### config.mk
export PLATFORM = sky130hd
export DESIGN_NAME = mmio_uart_tx
export DESIGN_NICKNAME = d
export VERILOG_FILES = /design/src/rtl/mmio_uart_tx.sv
export SDC_FILE = /design/constraint.sdc
export NUM_CORES = 1
export LEC_CHECK = 0
export CORE_MARGIN = 2
export CORE_UTILIZATION = 60
export DETAILED_ROUTE_END_ITERATION = 16
export HOLD_SLACK_MARGIN = 0.06
export PLACE_DENSITY = 0.92
export SYNTH_ARGS = -nofsm -noshare
export SYNTH_HDL_FRONTEND = slang
export SYNTH_SLANG_ARGS = --single-unit
### constraint.sdc
create_clock -name clk -period 5.11 [get_ports clk]
set_input_delay 0.511 -clock clk [delete_from_list [all_inputs] [get_ports clk]]
set_output_delay 0.511 -clock clk [all_outputs]
set_load 0.02 [all_outputs]
### src/rtl/mmio_uart_tx.sv
// Memory-mapped 8N1 UART transmitter on the CPU store path.
// DATA (BASE_ADDR) queues a byte. STATUS (BASE_ADDR+4) reports the FIFO and
// transmitter state, and a store to it clears the sticky overflow flag.
module mmio_uart_tx #(
    parameter logic [15:0] BASE_ADDR    = 16'hFF00,
    parameter int          CLKS_PER_BIT = 16,
    parameter int          FIFO_DEPTH   = 8
) (
    input  logic        clk,
    input  logic        reset,
    input  logic        memwrite,
    input  logic [15:0] addr,
    input  logic [15:0] wd,
    output logic        sel,
    output logic [31:0] rd_dev,
    output logic        txd
);

    localparam int PTR_W  = $clog2(FIFO_DEPTH);
    localparam int CNT_W  = 5;
    localparam int BAUD_W = $clog2(CLKS_PER_BIT);
    localparam logic [CNT_W-1:0]  DEPTH_C     = CNT_W'(FIFO_DEPTH);
    localparam logic [BAUD_W-1:0] BAUD_LAST_C = BAUD_W'(CLKS_PER_BIT - 1);

    typedef enum logic [1:0] {
        ST_IDLE  = 2'd0,
        ST_START = 2'd1,
        ST_DATA  = 2'd2,
        ST_STOP  = 2'd3
    } tx_state_t;

    logic [7:0]        fifo_mem_r [FIFO_DEPTH];
    logic [PTR_W-1:0]  wr_ptr_r;
    logic [PTR_W-1:0]  rd_ptr_r;
    logic [CNT_W-1:0]  count_r;
    logic              overflow_r;
    tx_state_t         state_r;
    logic [BAUD_W-1:0] baud_r;
    logic [2:0]        bit_idx_r;
    logic [7:0]        shift_r;
    logic              txd_r;

    logic              sel_s;
    logic              data_wr_s;
    logic              status_wr_s;
    logic              full_s;
    logic              empty_s;
    logic              pop_s;
    logic              push_s;
    logic              busy_s;
    logic [31:0]       status_s;
    logic              wd_hi_unused_s;

    // The upper store byte carries no meaning for this device.
    assign wd_hi_unused_s = ^wd[15:8];

    // Address decode of the 8-byte window and the two active store targets.
    always_comb begin
        sel_s       = (addr[15:3] == BASE_ADDR[15:3]);
        data_wr_s   = memwrite && sel_s && (addr[2:0] == 3'd0);
        status_wr_s = memwrite && sel_s && (addr[2:0] == 3'd4);
    end

    // FIFO flags, push/pop handshake and the STATUS word.
    always_comb begin
        full_s   = (count_r == DEPTH_C);
        empty_s  = (count_r == {CNT_W{1'b0}});
        pop_s    = (state_r == ST_IDLE) && !empty_s;
        // A pop on the same edge frees a slot, so a full FIFO still accepts.
        push_s   = data_wr_s && (!full_s || pop_s);
        busy_s   = (state_r != ST_IDLE) || !empty_s;
        status_s = {23'd0, count_r, overflow_r, empty_s, full_s, busy_s};
    end

    // Read-bus mux: STATUS only at its own address, zero elsewhere.
    always_comb begin
        sel = sel_s;
        if (sel_s && (addr[2:0] == 3'd4)) begin
            rd_dev = status_s;
        end else begin
            rd_dev = 32'd0;
        end
    end

    // FIFO storage array written on accepted pushes.
    always_ff @(posedge clk or negedge reset) begin
        if (!reset) begin
            for (int i = 0; i < FIFO_DEPTH; i++) begin
                fifo_mem_r[i] <= 8'd0;
            end
        end else if (push_s) begin
            fifo_mem_r[wr_ptr_r] <= wd[7:0];
        end else begin
            fifo_mem_r[wr_ptr_r] <= fifo_mem_r[wr_ptr_r];
        end
    end

    // FIFO pointers, occupancy count and sticky overflow flag.
    always_ff @(posedge clk or negedge reset) begin
        if (!reset) begin
            wr_ptr_r   <= {PTR_W{1'b0}};
            rd_ptr_r   <= {PTR_W{1'b0}};
            count_r    <= {CNT_W{1'b0}};
            overflow_r <= 1'b0;
        end else begin
            if (push_s) begin
                wr_ptr_r <= wr_ptr_r + PTR_W'(1);
            end else begin
                wr_ptr_r <= wr_ptr_r;
            end
            if (pop_s) begin
                rd_ptr_r <= rd_ptr_r + PTR_W'(1);
            end else begin
                rd_ptr_r <= rd_ptr_r;
            end
            case ({push_s, pop_s})
                2'b10:   count_r <= count_r + CNT_W'(1);
                2'b01:   count_r <= count_r - CNT_W'(1);
                default: count_r <= count_r;
            endcase
            if (data_wr_s && full_s && !pop_s) begin
                overflow_r <= 1'b1;
            end else if (status_wr_s) begin
                overflow_r <= 1'b0;
            end else begin
                overflow_r <= overflow_r;
            end
        end
    end

    // Transmit FSM: start bit, 8 data bits LSB first, stop bit; txd is registered.
    always_ff @(posedge clk or negedge reset) begin
        if (!reset) begin
            state_r   <= ST_IDLE;
            baud_r    <= {BAUD_W{1'b0}};
            bit_idx_r <= 3'd0;
            shift_r   <= 8'd0;
            txd_r     <= 1'b1;
        end else begin
            case (state_r)
                ST_IDLE: begin
                    baud_r    <= {BAUD_W{1'b0}};
                    bit_idx_r <= 3'd0;
                    if (pop_s) begin
                        shift_r <= fifo_mem_r[rd_ptr_r];
                        state_r <= ST_START;
                        txd_r   <= 1'b0;
                    end else begin
                        txd_r   <= 1'b1;
                    end
                end
                ST_START: begin
                    if (baud_r == BAUD_LAST_C) begin
                        baud_r    <= {BAUD_W{1'b0}};
                        bit_idx_r <= 3'd0;
                        state_r   <= ST_DATA;
                        txd_r     <= shift_r[0];
                    end else begin
                        baud_r    <= baud_r + BAUD_W'(1);
                    end
                end
                ST_DATA: begin
                    if (baud_r == BAUD_LAST_C) begin
                        baud_r <= {BAUD_W{1'b0}};
                        if (bit_idx_r == 3'd7) begin
                            state_r <= ST_STOP;
                            txd_r   <= 1'b1;
                        end else begin
                            bit_idx_r <= bit_idx_r + 3'd1;
                            shift_r   <= {1'b0, shift_r[7:1]};
                            txd_r     <= shift_r[1];
                        end
                    end else begin
                        baud_r <= baud_r + BAUD_W'(1);
                    end
                end
                ST_STOP: begin
                    if (baud_r == BAUD_LAST_C) begin
                        baud_r  <= {BAUD_W{1'b0}};
                        state_r <= ST_IDLE;
                        txd_r   <= 1'b1;
                    end else begin
                        baud_r  <= baud_r + BAUD_W'(1);
                    end
                end
                default: begin
                    state_r   <= ST_IDLE;
                    baud_r    <= {BAUD_W{1'b0}};
                    bit_idx_r <= 3'd0;
                    txd_r     <= 1'b1;
                end
            endcase
        end
    end

    assign txd = txd_r;

endmodule
==> results of run 1 <==
## report_power, final
part	switching (µW)	internal, µW	total [µW]
Combinational	331	329	661
Sequential	188	853	1040
Clock	273	227	499
Total	792	1410	2200
## cells in the mapped netlist (3+ instances only)
library cell	count
dfrtp_1	93
mux2i_1	23
buf_4	23
nand3_1	5
mux4_2	24
a21oi_1	11
o211ai_1	3
xor2_1	4
inv_1	10
nor4_1	3
buf_2	13
nand3b_1	5
and2_1	5
nor2_1	12
o21ai_0	80
o31ai_1	10
nor2b_1	6
clkbuf_1	12
o21ai_1	3
nand2_1	90
and3_1	4
xnor2_1	7
ha_1	13
mux2_2	16
## flip-flops by register name, indices dropped and copies added, names as in the netlist
register,cells
shift_r,8
baud_r,4
bit_idx_r,3
state_r,2
fifo_mem_r,64
wr_ptr_r,3
count_r,5
overflow_r,1
txd,1
rd_ptr_r,3
## path summary, 6_finish.rpt
kind,slack [ps],startpoint,end,cells after the start
min in group clk,500,shift_r[2],shift_r[2],2
worst min register to register,500,shift_r[2],shift_r[2],2
max in group asynchronous,3370,reset,fifo_mem_r[56],3
worst min-delay path,490,reset,baud_r[1],2
worst max-delay path,1650,addr[0],rd_dev[5],6
worst max register to register,2000,count_r[1],count_r[4],12
## per-stage QoR
step,util [%],instances,hold slack (ps)
floorplan,-,539,215
global placement,65.0,635,333
detailed placement,65.0,635,337
CTS,67.4,652,490
global route,67.4,652,501
finish,67.4,652,493
## area by class of cell
cell class	instances	area share [%]
Clock buffer	9	2.12
Clock inverter	7	1.26
Inverter	11	0.748
Multi-Input combinational cell	381	46.4
Sequential cell	94	40.2
Tap cell	108	2.31
Timing Repair Buffer	42	6.97
## layer usage
layer  vias up  global-route usage (%)
met5         -                       0
met1      1991                    32.2
met2       155                    42.8
met4         0                    8.01
met3        22                    5.82
li1       1846                       -
## worst register-to-register path: stages (launching register included)
cell,delay (ps)
dfrtp_1,480
or4_4,590
o311ai_4,410
nor2_2,120
inv_4,110
ha_1,280
xor2_1,190
ha_1,210
inv_1,50
o21ai_0,180
a211oi_1,110
o21bai_1,180
xnor2_1,130
## kinds of logic (layout without fill, tap and decap cells)
logic type | count (synthesis) | after routing
AOI/OAI and AO/OA | 123 | 123
xor gates and xnor gates | 11 | 11
adders and majority gates | 13 | 13
buffers and inverters | 64 | 69
DFF | 94 | 94
muxes | 63 | 63
other | 1 | 23
and+or+nand+nor | 148 | 148
==> out/results.ini, run 1 <==
[setup_path]
cp_slowest_cell = clkdlybuf4s50_1
critPathLaunchType = input pin
cp_num_buf_inv = 2
crit_type = input pin to output pin
crit_required_ps = 4600
path_common_cell = clkdlybuf4s50_1
crit_family = simple AND/OR/NAND/NOR gates
cp_cell_sequence = clkdlybuf4s50_1 -> nor4b_1 -> nand4_1 -> nor2_1 -> and2_2 -> clkdlybuf4s50_1
endpoint_kind = output pin
crit_arrival_ps = 2950
max_stage_delay_ps = 590
worst-path-max-fanout = 9

[timing]
maxClockFrequency_mhz = 289
setup_ws_ps = 1650
finalSetupViolCount = 0
drv_slew = 0
setup_tns_ps = 0
maxSlewHeadroom_pct = 21.3
fin_worst_skew_ps = 10.5
hold_viol = 0
rsz0062_at_grt = false
tightest_slew_ps = 1180
fin_crit_ps = 3460
finalCritPeriodShare_pct = 67.7

[place]
gp_congestion = 0.856
placed_area_mm2 = 0.00564
port_buffers = 37
dpl.hpwl_mm = 7.91
place_ws_ps = 1510

[route]
num_vias = 4014
viasPerCell = 6.16
route.met2.wl_mm = 5.92
drt-total-wl_mm = 11.6
top_layer = met4
wl_per_cell_um = 17.9
met1_length_mm = 4.68
ant_nets = 0
first_pass_iters = 5
wl_met3_um = 808
drc = 0
dr.first_iter.drc_count = 312

[logic_synthesis]
synth_top_area_cell = dfrtp_1
synthSimpleGateAreaFrac_pct = 13.2
synthArstFlopShare_pct = 100
yosys.area_share.adder_pct = 3.04
synth_area_leaders = dfrtp_1 43%, mux4_2 10%, o21ai_0 7.5%, nand2_1 6.3%, mux2i_1 4.3%
synth_compound_area_share_pct = 13.3
synth.avg_cell_area_um2 = 10.4
ys_seq_area_share_pct = 43.9
synthXorXnorAreaFrac_pct = 1.80
synth_top_family_by_area = multiplexers
synthMuxAreaShare_pct = 17.8
synth_top_area_share_pct = 43.5
ys_types = 57
syn_area_mm2 = 0.00536
synth_edf_count = 0
yosys_warnings = 0
synth_ff_type = dfrtp_1
syn_inst = 517
yosys_register_bits = 94

[final_layout]
fin_area_mm2 = 0.00585
multiInputGateArea_mm2 = 0.00271
layout_commonest_cell = dfrtp_1
area_delta_synth_final_pct = 9.28
nNetsFinal = 587
final_cell_mix = 93 x dfrtp_1, 90 x nand2_1, 80 x o21ai_0
final.fill_count = 629
antenna_cells = 0
register_area_mm2 = 0.00235
drive_above_1_share_pct = 13.2

[clocking]
cts_setup_buffers = 0
post_cts_resized = 0
ctsLongestPathBuffers = 2
cts_tree = yes
cts_buffers = 9
cts-root-buf = clkbuf_8
ctsHoldBuffers = 1
cts.htree.levels = 3
cts.reportedPaths.clkPinSlew_ps = 90
cts_sinks = 94
clk_latency_ps = 380

[floorplan]
start_util_pct = 61.7
die_h_um = 98.5
die_w_um = 98.5
core_area_mm2 = 0.00868
pin_count = 69
rows = 34
die_area_mm2 = 0.00970

[pwr]
finalPower_uw = 2200
p_leak_uw = 0.00246
p_per_area_mw_per_mm2 = 376
ir_drop_mv = 0.173

[worst_hold_path]
hp-class = input pin to asynchronous set/reset pin

[run]
maxCapViolCount = 0

[global_route]
grt_max_degree = 87
antenna_found_initial = 0
grt_pass1_wl_mm = 19.3
grt_pass1_vias = 3914
gr-total-overflow = 0
grtUsageTotal_pct = 25.1

[run_status]
status = finished clean

Power figures use the tool's default switching activity.
==> run 2: changes to the inputs <==
CORE_UTILIZATION = 56   (was 60)
PLACE_DENSITY = 0.87   (was 0.92)
clock period = 3.2 ns   (was 5.11 ns; I/O delays follow)
==> run 2 against run 1 <==
Effect of this change:
- final cell count rose by 4.1%
- design area rose by 1.3%
- routed wire length rose by 5.0%
- critical endpoint is now count_r[4]
- largest cell class unchanged
==> out/results.ini, run 2 (synthesis gave the netlist of run 1 again) <==
[run_status]
status = finished clean

[final_layout]
nNetsFinal = 593  ; +1.0%
drive_above_1_share_pct = 14.5  ; +1.3 points
antenna_cells = 0  ; unchanged
layout_commonest_cell = dfrtp_1
largest_register_ffs = 64  ; unchanged
final.fill_count = 746  ; +19%
post-route-util_pct = 64.1  ; -3.3 points
reg_top3 = fifo_mem_r x64, shift_r x8, count_r x5
regMostFlops = fifo_mem_r
final_cell_mix = 93 x dfrtp_1, 90 x nand2_1, 80 x o21ai_0
fin_area_mm2 = 0.00593  ; +1.3%
area_delta_synth_final_pct = 10.7

[route]
ant_nets = 0  ; unchanged
first_pass_iters = 5  ; unchanged
dr.first_iter.drc_count = 267  ; -14%
drc = 0  ; unchanged
drt-total-wl_mm = 12.2  ; +5.0%
viasPerCell = 6.02  ; -2.2%
wl_per_cell_um = 18.0  ; +0.83%
num_vias = 4087  ; +1.8%

[floorplan]
die_area_mm2 = 0.0104  ; +6.8%
start_util_pct = 58.0  ; -3.8 points
die_w_um = 102  ; +3.4%
core_area_mm2 = 0.00924  ; +6.5%
rows = 35  ; +2.9%
pin_count = 69  ; unchanged
die_h_um = 102  ; +3.4%

[timing]
finalCritPeriodShare_pct = 92.7
maxSlewHeadroom_pct = 32.3  ; +11 points
maxClockFrequency_mhz = 337
drv_slew = 0  ; unchanged
holdWs_ps = 121  ; -372 ps
tightest_slew_ps = 1020  ; -164 ps
fin_worst_skew_ps = 13.7  ; +3.25 ps
fin_crit_ps = 2970
finalSetupViolCount = 0  ; unchanged
hold_viol = 0  ; unchanged
rsz0062_at_grt = false
setup_tns_ps = 0  ; unchanged

[setup_path]
crit_type = flop to flop
endpoint_kind = flop
worst-path-max-fanout = 7  ; -2
critPathLaunchType = flop
crit_arrival_ps = 3220  ; +270 ps
crit_required_ps = 3460  ; -1140 ps

[place]
placed_area_mm2 = 0.00572  ; +1.4%
port_buffers = 37  ; unchanged
gp_congestion = 0.912  ; +6.6%
dpl.hpwl_mm = 8.28  ; +4.7%

[clocking]
cts_buffers = 9  ; unchanged
cts_setup_buffers = 0  ; unchanged
clk_latency_ps = 370  ; about the same
ctsLongestPathBuffers = 2  ; unchanged
cts_tree = yes
cts.htree.levels = 3  ; unchanged
cts_sinks = 94  ; unchanged
cts-root-buf = clkbuf_8
cts.reportedPaths.clkPinSlew_ps = 100  ; about the same

[global_route]
grtUsageTotal_pct = 25.3  ; +0.21 points
grt.met1_usage_pct = 31.6  ; -0.64 points
grt_pass1_wl_mm = 20.0  ; +3.7%
antenna_found_initial = 0  ; unchanged
use_met3_pct = 4.35  ; -1.5 points
grt_max_degree = 84  ; -3.4%
grt_pass1_vias = 4117  ; +5.2%
busiest_layer = met2
gr-usage-met2_pct = 43.6  ; +0.77 points
gr-total-overflow = 0  ; unchanged

[run]
maxCapViolCount = 0  ; unchanged

[pwr]
p_leak_uw = 0.00250  ; +1.7%
ir_drop_mv = 0.301  ; +74%
p_per_area_mw_per_mm2 = 602  ; +60%

[worst_hold_path]
hp-class = input pin to asynchronous set/reset pin

run 2: cell types whose count changed in the layout (fill, tap and decap cells not counted):
cell,delta
clkinvlp_4,-4
ha_1,-1
ha_2,+1
nor2b_2,+1
clkbuf_1,+1
dlygate4sd3_1,-1
clkinv_4,+3
nor2b_1,-1
buf_4,+7
run 2: cell type report:
type                       count  area [µm²]  share of cell area, %
tap                          129         161                   2.72
multi-input combinational    381        2720                   45.9
sequential                    94        2350                   39.7
inverter                      11        43.8                  0.739
timing repair buffer          48         450                   7.60
clock inverter                 6        70.1                   1.18
clock buffer                  10         128                   2.15
run 2: critical path, stage by stage (launching register included):
cell and delay, ps:
dfrtp_1 470, or4_4 550, o311ai_4 380, nor2_2 120, inv_4 110, ha_2 250
xor2_1 90, ha_1 210, inv_1 60, o21ai_0 70, a211oi_1 280, o21bai_1 130
xnor2_1 130
run 2: repair_timing:
action,4_1_cts,5_1_grt
gates resized for setup,0,2
endpoints found under the setup margin,0,1
endpoints found under the hold margin,0,0
hold buffers,0,0
run 2: final timing paths:
path | cells past startpoint | startpoint | to | slack [ps]
max | 12 | count_r[0] | count_r[4] | 230
min | 1 | reset | baud_r[0] | 120
max reg2reg | 12 | count_r[0] | count_r[4] | 230
min reg2reg | 2 | shift_r[7] | shift_r[7] | 490
max in group asynchronous | 2 | reset | txd | 2290
min in group clk | 2 | shift_r[7] | shift_r[7] | 490
run 2: per-stage QoR:
stage / setup slack, ps / cells / power (µW)
after global placement: 293 / 663 / 2670
after CTS: 128 / 679 / 3570
final: 235 / 679 / 3570
after global routing: 21.8 / 679 / 3790
after floorplan: 488 / 539 / 2510
after detailed placement: 193 / 663 / 2770
run 2: metal layers:
metal	vias to the layer above	share of wire [%]
met1	2011	40
met5	-	0
met2	180	50
met4	0	2.7
met3	35	6.5
li1	1861	-
run 2: power breakdown:
part	switching, µW	total [µW]	internal (µW)
sequential	219	1580	1360
combinational	637	1190	549
clock	430	798	367
==> run 3: changes to the inputs <==
ABC_CLOCK_PERIOD_IN_PS = 3200   (was unset)
RECOVER_POWER = 100   (was unset)
==> run 3 against run 2 <==
Effect of this change:
- the run now ends with max-capacitance violations, max-slew violations left
- clock-buffer cell count is the same
- die area did not move
- combinational power about the same
- clock skew about the same
- sequential share of layout area rose by 0.12 points
- core utilization shrank 0.19 points
- global-route usage unchanged
- first-iteration DRC count increased by 25%
- final cell count unchanged
- power fell by 0.19%
- register-to-register slack about the same
- critical path depth unchanged
==> out/results.ini, run 3 (synthesis gave the netlist of run 1 again) <==
[run_status]
status = complete, but fails checks
violations = max-capacitance violations, max-slew violations

[clocking]
ctsLongestPathBuffers = 2  ; unchanged
cts.htree.levels = 3  ; unchanged
cts.reportedPaths.clkPinSlew_ps = 90  ; about the same
ctsHoldBuffers = 0  ; unchanged
cts_sinks = 94  ; unchanged
cts_setup_buffers = 0  ; unchanged
cts_tree = yes
cts-root-buf = clkbuf_8
clk_latency_ps = 370  ; about the same
cts_buffers = 9  ; unchanged
post_cts_resized = 0  ; unchanged

[final_layout]
antenna_cells = 0  ; unchanged
area_delta_synth_final_pct = 10.3
drive_above_1_share_pct = 13.6  ; -0.91 points
final_cell_mix = 93 x dfrtp_1, 90 x nand2_1, 83 x o21ai_0
largest_register_ffs = 64  ; unchanged
nNetsFinal = 593  ; unchanged
reg_top3 = fifo_mem_r x64, shift_r x8, count_r x5
layout_commonest_cell = dfrtp_1
regMostFlops = fifo_mem_r

[route]
ant_nets = 0  ; unchanged
drt-total-wl_mm = 12.2  ; -0.60%
num_vias = 4025  ; -1.5%
viasPerCell = 5.93  ; -1.5%
dr.first_iter.drc_count = 334  ; +25%
first_pass_iters = 5  ; unchanged
wl_per_cell_um = 17.9  ; -0.60%
drc = 0  ; unchanged

[timing]
fin_crit_ps = 2960  ; -3.58 ps
maxSlewHeadroom_pct = -32.4  ; -65 points
hold_viol = 0  ; unchanged
fin_worst_skew_ps = 13.8  ; +0.0825 ps
finalCritPeriodShare_pct = 92.6  ; -0.11 points
setup_tns_ps = 0  ; unchanged
tightest_slew_ps = 1990  ; +969 ps
holdWs_ps = 486  ; +365 ps
finalSetupViolCount = 0  ; unchanged
drv_slew = 84  ; +84
maxClockFrequency_mhz = 338  ; +0.12%
rsz0062_at_grt = false

[setup_path]
crit_arrival_ps = 3220  ; about the same
cp_num_buf_inv = 2  ; unchanged
critPathLaunchType = flop
worst-path-max-fanout = 7  ; unchanged
crit_type = flop to flop
cp_cell_sequence = or4_4 -> o311ai_4 -> nor2_2 -> inv_4 -> ha_2 -> xor2_1 -> ha_1 -> inv_1 -> o21ai_0 -> a211oi_1 -> o21bai_1 -> xnor2_1
cp_slowest_cell = or4_4
crit_family = compound AO/OA/AOI/OAI gates
timing.rr.end = count_r[4]
endpoint_kind = flop
max_stage_delay_ps = 550  ; about the same
crit_required_ps = 3460  ; about the same
reg2reg_from = count_r[0]
path_depth = 12  ; unchanged
r2r_cells = 12  ; unchanged
ff2ff_setup_slack_ps = 240  ; about the same

[global_route]
grtUsageTotal_pct = 25.3  ; unchanged
grt_max_degree = 84  ; unchanged
gr-total-overflow = 0  ; unchanged
grt_pass1_wl_mm = 20.0  ; unchanged
grt_pass1_vias = 4117  ; unchanged
antenna_found_initial = 0  ; unchanged

[pwr]
ir_drop_mv = 0.303  ; +0.72%
pwr-share-seq_pct = 44.5  ; about the same
p_leak_uw = 0.00252  ; +0.84%
pwr-share-clk_pct = 22.4  ; about the same
switching_share_pct = 36.1  ; about the same
p_comb_share_pct = 33.2  ; about the same
internal_power_uw = 2280  ; -0.18%
p_per_area_mw_per_mm2 = 602  ; +0.10%
p_sw_uw = 1280  ; -0.21%

[floorplan]
die_h_um = 102  ; unchanged
core_area_mm2 = 0.00924  ; unchanged
pin_count = 69  ; unchanged
die_area_mm2 = 0.0104  ; unchanged
start_util_pct = 58.0  ; unchanged
rows = 35  ; unchanged
die_w_um = 102  ; unchanged

[place]
port_buffers = 37  ; unchanged
gp_congestion = 0.912  ; unchanged
dpl.hpwl_mm = 8.28  ; unchanged

[worst_hold_path]
min_from = shift_r[7]
hp-class = flop to flop
hold_depth = 2
hold_end = shift_r[7]

[run]
maxCapViolCount = 1  ; +1

## run 3: how the worst max path moves through the flow
stage	start	end	slack, ps
2_1_floorplan	count_r[1]	count_r[4]	490
6_report	count_r[0]	count_r[4]	240
4_1_cts	state_r[0]	count_r[4]	130
3_5_place_dp	addr[1]	count_r[4]	190
3_3_place_gp	addr[1]	count_r[4]	290
5_1_grt	count_r[0]	count_r[4]	20
## run 3: per-stage QoR
step                util, %  total power (µW)  cell area (µm²)  setup slack, ps  std cells
floorplan                 -              2510             5440              488        539
global placement       61.9              2670             5720              293        663
detailed placement     61.9              2770             5720              193        663
CTS                    64.1              3570             5920              128        679
global route           63.9              3790             5910             21.8        679
finish                 63.9              3560             5910              238        679
## run 3: power by group through the flow
| stage | Combinational (µW) | Sequential (µW) | Clock (µW) |
|---|---|---|---|
| 2_1_floorplan | 1020 | 1490 | 0 |
| 5_1_grt | 1320 | 1610 | 861 |
| 6_report | 1180 | 1580 | 796 |
| 3_5_place_dp | 1170 | 1600 | 0 |
| 3_3_place_gp | 1080 | 1580 | 0 |
| 4_1_cts | 1180 | 1580 | 811 |
## run 3: worst register-to-register path, stage by stage (launching register included)
cell and delay, ps:
dfrtp_1 470, or4_4 550, o311ai_4 380, nor2_2 120, inv_4 110, ha_2 250, xor2_1 90, ha_1 210
inv_1 60, o21ai_0 70, a211oi_1 280, o21bai_1 130, xnor2_1 130
## run 3: area by class of cell
| class | count | area [µm²] |
|---|---|---|
| timing repair buffer | 48 | 433 |
| fill | 753 | 3330 |
| inverter | 11 | 43.8 |
| clock inverter | 6 | 70.1 |
| sequential | 94 | 2350 |
| multi-input combinational | 381 | 2720 |
| tap | 129 | 161 |
| clock buffer | 10 | 128 |
## run 3: layer usage
metal  share of wire [%]  up-vias  track usage (%)  wire length [µm]
met3                 7.1       27             4.35               866
met4                 2.4        0             10.9               287
met2                  51      175             43.6              6210
li1                    -     1863                -                 -
met5                   0        -                0                 0
met1                  39     1960             31.6              4790
